==> config.mk <==
export PLATFORM = sky130hd
export DESIGN_NAME = jtag_scan_sequencer
export DESIGN_NICKNAME = d
export VERILOG_FILES = /design/src/rtl/jtag_scan_sequencer.sv
export SDC_FILE = /design/constraint.sdc
export NUM_CORES = 1
export LEC_CHECK = 0
export CAP_MARGIN = 20
export CORE_MARGIN = 3
export CORE_UTILIZATION = 50
export CTS_BUF_LIST = sky130_fd_sc_hd__clkbuf_2 sky130_fd_sc_hd__clkbuf_4 sky130_fd_sc_hd__clkbuf_8
export CTS_CLUSTER_DIAMETER = 150
export DETAILED_ROUTE_END_ITERATION = 7
export PLACE_DENSITY = 0.75
export RECOVER_POWER = 50
export REMOVE_ABC_BUFFERS = 1
export SYNTH_ARGS = -nofsm -noshare
export SYNTH_HDL_FRONTEND = slang
export SYNTH_SLANG_ARGS = --single-unit
==> constraint.sdc <==
create_clock -name clk_tck -period 9.2 [get_ports clk_tck]
set_input_delay 2.3 -clock clk_tck [delete_from_list [all_inputs] [get_ports clk_tck]]
set_output_delay 2.3 -clock clk_tck [all_outputs]
set_load 0.01 [all_outputs]
==> src/rtl/jtag_scan_sequencer.sv <==
// JTAG scan sequencer: turns TLR / IR-scan / DR-scan / idle-cycle commands
// into a registered TMS/TDI stream and returns the captured TDO bits.
module jtag_scan_sequencer #(
  parameter int DATA_W = 32,
  parameter int LEN_W  = 6
) (
  input  logic              clk_tck,
  input  logic              reset,
  input  logic              cmd_valid,
  output logic              cmd_ready,
  input  logic [1:0]        cmd_op,
  input  logic [LEN_W-1:0]  cmd_len,
  input  logic [DATA_W-1:0] cmd_data,
  input  logic              tdo,
  output logic              tms,
  output logic              tdi,
  output logic              rsp_valid,
  output logic              rsp_err,
  output logic [DATA_W-1:0] rsp_data
);

  // Each state names the TAP state the target occupies during that cycle.
  localparam logic [3:0] INIT_TLR = 4'd0;
  localparam logic [3:0] IDLE     = 4'd1;
  localparam logic [3:0] SEL_DR   = 4'd2;
  localparam logic [3:0] SEL_IR   = 4'd3;
  localparam logic [3:0] CAPTURE  = 4'd4;
  localparam logic [3:0] SHIFT    = 4'd5;
  localparam logic [3:0] EXIT1    = 4'd6;
  localparam logic [3:0] UPDATE   = 4'd7;
  localparam logic [3:0] RUN_IDLE = 4'd8;
  localparam logic [3:0] IDLE_CYC = 4'd9;
  localparam logic [3:0] RESP     = 4'd10;

  localparam logic [1:0] OP_TLR  = 2'd0;
  localparam logic [1:0] OP_IR   = 2'd1;
  localparam logic [1:0] OP_DR   = 2'd2;
  localparam logic [1:0] OP_IDLE = 2'd3;

  // The counter must also reach 6 for the TLR sequence.
  localparam int CNT_W = (LEN_W < 3) ? 3 : LEN_W;

  logic [3:0]        state, state_nx;
  logic [CNT_W-1:0]  cnt, cnt_nx;
  logic              act, act_nx;
  logic [1:0]        op_r, op_nx;
  logic [LEN_W-1:0]  len_r, len_nx;
  logic [DATA_W-1:0] data_r, data_nx;
  logic [DATA_W-1:0] cap, cap_nx;
  logic [DATA_W-1:0] sh;
  logic              rsp_nx, err_nx, tdi_nx, hs, len_bad;

  // TMS value driven while the target sits in state st.
  function automatic logic tms_of(input logic [3:0] st, input logic [CNT_W-1:0] c,
                                  input logic [1:0] op, input logic [LEN_W-1:0] len);
    case (st)
      INIT_TLR:        tms_of = (c != CNT_W'(6));
      RUN_IDLE, EXIT1: tms_of = 1'b1;
      SEL_DR:          tms_of = (op == OP_IR);
      SHIFT:           tms_of = (c == CNT_W'(len) - CNT_W'(1));
      default:         tms_of = 1'b0;
    endcase
  endfunction

  assign cmd_ready = (state == IDLE);
  assign hs        = cmd_valid && cmd_ready;
  assign len_bad   = (cmd_len == '0) || (int'(cmd_len) > DATA_W);

  // Next-state, command latch and TDO capture logic.
  always_comb begin
    state_nx = state;
    cnt_nx   = cnt;
    act_nx   = act;
    op_nx    = op_r;
    len_nx   = len_r;
    data_nx  = data_r;
    cap_nx   = cap;
    rsp_nx   = 1'b0;
    err_nx   = 1'b0;
    case (state)
      INIT_TLR: begin
        if (cnt == CNT_W'(6)) begin
          state_nx = IDLE;
          cnt_nx   = '0;
          rsp_nx   = act;
          act_nx   = 1'b0;
        end else begin
          cnt_nx = cnt + CNT_W'(1);
        end
      end
      IDLE: begin
        if (hs) begin
          op_nx   = cmd_op;
          len_nx  = cmd_len;
          data_nx = cmd_data;
          cap_nx  = '0;
          cnt_nx  = '0;
          case (cmd_op)
            OP_TLR: begin
              state_nx = INIT_TLR;
              cnt_nx   = CNT_W'(1);
              act_nx   = 1'b1;
            end
            OP_IDLE: begin
              if (cmd_len == '0) rsp_nx = 1'b1;
              else               state_nx = IDLE_CYC;
            end
            default: begin
              if (len_bad) begin
                state_nx = RESP;
                rsp_nx   = 1'b1;
                err_nx   = 1'b1;
              end else begin
                state_nx = RUN_IDLE;
              end
            end
          endcase
        end
      end
      RUN_IDLE: state_nx = SEL_DR;
      SEL_DR:   state_nx = (op_r == OP_DR) ? CAPTURE : SEL_IR;
      SEL_IR:   state_nx = CAPTURE;
      CAPTURE:  state_nx = SHIFT;
      SHIFT: begin
        cap_nx = cap | (DATA_W'(tdo) << cnt);
        if (cnt == CNT_W'(len_r) - CNT_W'(1)) begin
          state_nx = EXIT1;
          cnt_nx   = '0;
        end else begin
          cnt_nx = cnt + CNT_W'(1);
        end
      end
      EXIT1:  state_nx = UPDATE;
      UPDATE: begin
        state_nx = IDLE;
        rsp_nx   = 1'b1;
      end
      IDLE_CYC: begin
        if (cnt == CNT_W'(len_r) - CNT_W'(1)) begin
          state_nx = IDLE;
          cnt_nx   = '0;
          rsp_nx   = 1'b1;
        end else begin
          cnt_nx = cnt + CNT_W'(1);
        end
      end
      RESP:    state_nx = IDLE;
      default: state_nx = INIT_TLR;
    endcase
    sh     = data_nx >> cnt_nx;
    tdi_nx = (state_nx == SHIFT) && sh[0];
  end

  // Control state and registered TAP/response outputs.
  always_ff @(posedge clk_tck) begin
    if (reset) begin
      state     <= INIT_TLR;
      cnt       <= '0;
      act       <= 1'b0;
      tms       <= 1'b1;
      tdi       <= 1'b0;
      rsp_valid <= 1'b0;
      rsp_err   <= 1'b0;
      rsp_data  <= '0;
    end else begin
      state     <= state_nx;
      cnt       <= cnt_nx;
      act       <= act_nx;
      tms       <= tms_of(state_nx, cnt_nx, op_nx, len_nx);
      tdi       <= tdi_nx;
      rsp_valid <= rsp_nx;
      rsp_err   <= err_nx;
      if (rsp_nx) rsp_data <= cap_nx;
    end
  end

  // Command operands and capture shift register; cleared on acceptance.
  always_ff @(posedge clk_tck) begin
    op_r   <= op_nx;
    len_r  <= len_nx;
    data_r <= data_nx;
    cap    <= cap_nx;
  end

endmodule
==> impl_summary.log <==
INFO  metric clockRootBuffer = sky130_fd_sc_hd__clkbuf_8
INFO  metric vdd_drop_max = 0.000155 V
INFO  metric p_int = about 1 mW
INFO  metric core-area = around 10,000 sq um
INFO  metric pre_cts_setup_slack = about 3700 ps
INFO  metric async_flop_share = 0
INFO  metric placement_rows = 37
INFO  metric cts_made_buffers = 17
INFO  metric layout.nets = roughly 720
INFO  metric place.gp.congestion = 0.966
INFO  metric mappedNetlistArea = roughly 5400 sq um
INFO  metric required = ~9500 ps
INFO  metric power_per_cell_area = 214 nW/um^2
INFO  metric vias = around 4,500
INFO  metric placedCellCount = 791
INFO  metric syn_to_final_growth = 23.4%
INFO  metric initial_utilization = 0.517
INFO  metric switching_power = ~0.42 mW
INFO  metric grt_first_pass_wirelength = approximately 20 mm
INFO  metric grt_max_degree = between 70 and 80
INFO  metric die-width = between 100 and 150 um
INFO  metric max-cap-violations = 3
INFO  metric drt_pre_antenna_iters = 5
INFO  metric cp-start-kind = input pin
INFO  metric critical_path_arrival = slightly below 7000 ps
INFO  metric power_frac_seq = 0.434
INFO  metric worstSetupPathType = in2reg
INFO  metric run_status = complete, but fails checks
INFO  metric maxSlewViolCount = approximately 160
INFO  metric ctsHoldBuffers = 0
INFO  metric yosys_warnings = 0
INFO  metric tritoncts = built
INFO  metric multiplexer_share_of_the_synthesized_area = 0.105
INFO  metric synth-compound-area-share = 0.142
INFO  metric die_area = about 12,000 sq um
INFO  metric worst-path-stages = 10
INFO  metric syn_avg_cell_area = ~8.9 sq um
INFO  metric crit_top_cell = sky130_fd_sc_hd__mux2i_1
INFO  metric synth_adder_area_share = 0.0139
INFO  metric power.combinational.fraction = 0.216
INFO  metric rsz0062_at_grt = false
INFO  metric vias_in_the_first_global_route = between 4,000 and 5,000
INFO  metric insertion_delay = about 420 ps
INFO  metric wl_met3 = between 600 and 700 um
INFO  metric worstPathCellList = dlygate4sd3_1 -> nand2_2 -> clkbuf_1 -> mux2i_1 -> inv_1 -> nor3_1 -> o2111ai_1 -> nand4_1 -> mux2i_1 -> o311ai_2
INFO  metric maxSlewHeadroom = -1.00
INFO  metric top_layer = met4
INFO  metric numPortBuffers = 80
INFO  metric setup-violations-final = 0
INFO  metric synth_sequential_area_ratio = 0.442
INFO  metric drcViolationCount = 0
INFO  metric timing.clock.skew = 16.3 ps
INFO  metric grt_antenna_before_repair = 0
INFO  metric switching_portion_of_total_power = 0.296
INFO  metric remaining_global_route_overflow = 0
INFO  metric first_iter_violations = 362
INFO  metric timing.final.crit_period = between 6000 and 7000 ps
INFO  metric drive_gt1_frac = 0.0902
INFO  metric worstPathMaxFanout = 73
INFO  metric ys_ff_latch = around 120
INFO  metric synthesis.instances = between 600 and 700
INFO  metric n_antenna_cell = 0
INFO  metric synth-edff-count = 0
INFO  metric report.final.hold_viol_count = 0
INFO  metric worst_reg_to_reg_path_cell_count = 10
INFO  metric ant_nets = 0
INFO  metric setup_total_negative_slack = 0 ps
INFO  metric wirelength = between 10 and 15 mm
INFO  metric min_delay_path_depth = 2
INFO  metric cts-resized-gates = 0
INFO  metric post-dp-hpwl = ~8.8 mm
INFO  metric critical_path_buf_inv_count = 3
INFO  metric post_cts.repair.setup_buffers = 0
INFO  metric routed_via_density = 5.45
INFO  metric routedWlPerCell = 15.1 um
INFO  metric clkSlewWorstSetupHoldPaths = about 70 ps
INFO  metric worst_path_dominant_cell_family = buffers and inverters
INFO  metric hp-class = reg2reg
INFO  metric p_leak = between 2 and 3 nW
INFO  metric finalNonFillerCells = 823
INFO  metric dr_wl_met2 = roughly 6.1 mm
INFO  metric htreeDepth = 4
INFO  metric netlist_cell_types = 69
INFO  metric violations = capacitance limit, slew limit
INFO  metric period_share = 0.719
INFO  metric wl_met1 = roughly 5.5 mm
INFO  metric power.clock.fraction = 0.350
INFO  metric grt_use_total = 0.215
INFO  metric worstSetupEndpointType = flop
INFO  metric worst_slew_pin_slew = 3010 ps
INFO  metric final_critical_path_setup_slack = roughly 2600 ps
INFO  metric maxClockFrequency = roughly 0.15 GHz
INFO  metric totalPowerFinal = around 1.4 mW
INFO  metric critical-path-slowest-cell = sky130_fd_sc_hd__clkbuf_1
INFO  metric top_level_ports = approximately 80
INFO  metric post_synth_xor_area_fraction = 0.0244
INFO  metric synth_top_family_by_area = simple AND/OR/NAND/NOR gates
INFO  metric die-height = between 100 and 150 um
INFO  metric final_core_utilization = 0.639
INFO  metric cpPeakStageDelay = between 2000 and 2500 ps
INFO  metric synth-main-ff-cell = sky130_fd_sc_hd__dfxtp_1
INFO  metric cts_num_sinks = approximately 120
INFO  metric post_synthesis_simple_gate_area_fraction = 0.232
INFO  metric clock_path_buffers = 2
## synthesized netlist by cell type, types with 5 or more instances
master	n	area, sq um
sky130_fd_sc_hd__a22o_1	20	175
sky130_fd_sc_hd__a21oi_1	11	55.1
sky130_fd_sc_hd__o21ai_0	23	115
sky130_fd_sc_hd__nand2b_1	9	56.3
sky130_fd_sc_hd__nor2_1	57	214
sky130_fd_sc_hd__inv_1	13	48.8
sky130_fd_sc_hd__buf_2	8	40.0
sky130_fd_sc_hd__or3_1	5	31.3
sky130_fd_sc_hd__o211ai_1	5	37.5
sky130_fd_sc_hd__ha_1	6	75.1
sky130_fd_sc_hd__nand3_1	10	50.1
sky130_fd_sc_hd__xnor2_1	12	105
sky130_fd_sc_hd__nand2_1	132	495
sky130_fd_sc_hd__and2_1	10	62.6
sky130_fd_sc_hd__mux2i_1	47	470
sky130_fd_sc_hd__nor2b_1	5	31.3
sky130_fd_sc_hd__nor3_1	10	50.1
sky130_fd_sc_hd__dfxtp_1	119	2380
sky130_fd_sc_hd__clkbuf_1	18	67.6
sky130_fd_sc_hd__nand3b_1	5	37.5
## cells by family after synthesis
group / count (synthesis)
adder cells (fa/ha/maj): 6
multiplexers: 54
buffers and inverters: 48
AO/OA/AOI/OAI: 95
XOR/XNOR: 15
AND/OR/NAND/NOR: 269
flip-flops: 119
## metal layers
metal	vias to the layer above	GRT usage
met5	-	0
met4	0	0.0686
met3	22	0.0446
met2	146	0.365
met1	2094	0.274
li1	2221	-
## flip-flops by register name, summed over array words and instances (netlist names)
signal / cells
op_r: 2
cap: 32
rsp_err: 1
rsp_data: 32
tdi: 1
rsp_valid: 1
tms: 1
state: 4
len_r: 6
data_r: 32
cnt: 6
act: 1
## tightest hold or removal path, delay by kind of cell (launching register included)
family	cells	cell delay (ps)
AND/OR/NAND/NOR	2	110
flip-flops	1	310
## placed cells by master, fill, tap and decap left out, types with 3 or more instances in the layout
cell type / instances
sky130_fd_sc_hd__a21oi_1: 11
sky130_fd_sc_hd__a22o_1: 20
sky130_fd_sc_hd__and2_1: 10
sky130_fd_sc_hd__and3_1: 3
sky130_fd_sc_hd__bufinv_16: 3
sky130_fd_sc_hd__clkbuf_1: 3
sky130_fd_sc_hd__clkbuf_8: 18
sky130_fd_sc_hd__clkdlybuf4s50_1: 67
sky130_fd_sc_hd__clkinv_4: 4
sky130_fd_sc_hd__dfxtp_1: 119
sky130_fd_sc_hd__dlygate4sd3_1: 13
sky130_fd_sc_hd__ha_1: 6
sky130_fd_sc_hd__inv_1: 13
sky130_fd_sc_hd__inv_6: 3
sky130_fd_sc_hd__mux2_2: 4
sky130_fd_sc_hd__mux2i_1: 47
sky130_fd_sc_hd__nand2_1: 131
sky130_fd_sc_hd__nand2b_1: 9
sky130_fd_sc_hd__nand3_1: 10
sky130_fd_sc_hd__nand3b_1: 5
sky130_fd_sc_hd__nand4_1: 4
sky130_fd_sc_hd__nor2_1: 57
sky130_fd_sc_hd__nor2b_1: 5
sky130_fd_sc_hd__nor3_1: 10
sky130_fd_sc_hd__nor3b_1: 3
sky130_fd_sc_hd__o2111ai_1: 3
sky130_fd_sc_hd__o211ai_1: 5
sky130_fd_sc_hd__o21ai_0: 23
sky130_fd_sc_hd__o2bb2ai_1: 3
sky130_fd_sc_hd__or2_2: 3
sky130_fd_sc_hd__or3_1: 5
sky130_fd_sc_hd__xnor2_1: 12
sky130_fd_sc_hd__xor2_1: 3
## area by class of cell
cell class | instances | area, sq um
well taps | 136 | 170
inverters | 13 | 48.8
flip-flops and latches | 119 | 2380
fillers | 860 | 3760
multi-input cells | 439 | 2810
clock buffers | 19 | 255
repair buffers | 84 | 820
clock inverters | 13 | 171
## through the flow
| step | cell area (sq um) | hold slack, ps |
|---|---|---|
| finish | 6650 | 445 |
| global route | 6650 | 475 |
| CTS | 6660 | 453 |
| detailed placement | 6240 | 436 |
| global placement | 6240 | 431 |
| floorplan | 5220 | 410 |
## final timing paths
| check | slack, ps | end | startpoint |
|---|---|---|---|
| setup / recovery | 2590 | tms | cmd_valid |
| hold / removal | 450 | data_r[29] | data_r[29] |
| setup reg to reg | 4230 | tms | state[3] |
| hold reg to reg | 450 | data_r[29] | data_r[29] |
## power groups by stage
| stage | Combinational, mW | Clock, mW | Sequential (mW) |
|---|---|---|---|
| after floorplan | 0.228 | 0 | 0.617 |
| after detailed placement | 0.304 | 0 | 0.627 |
| final | 0.306 | 0.498 | 0.617 |
| after global routing | 0.339 | 0.529 | 0.623 |
| after global placement | 0.294 | 0 | 0.625 |
| after CTS | 0.307 | 0.507 | 0.616 |
Power figures use the tool's default switching activity.
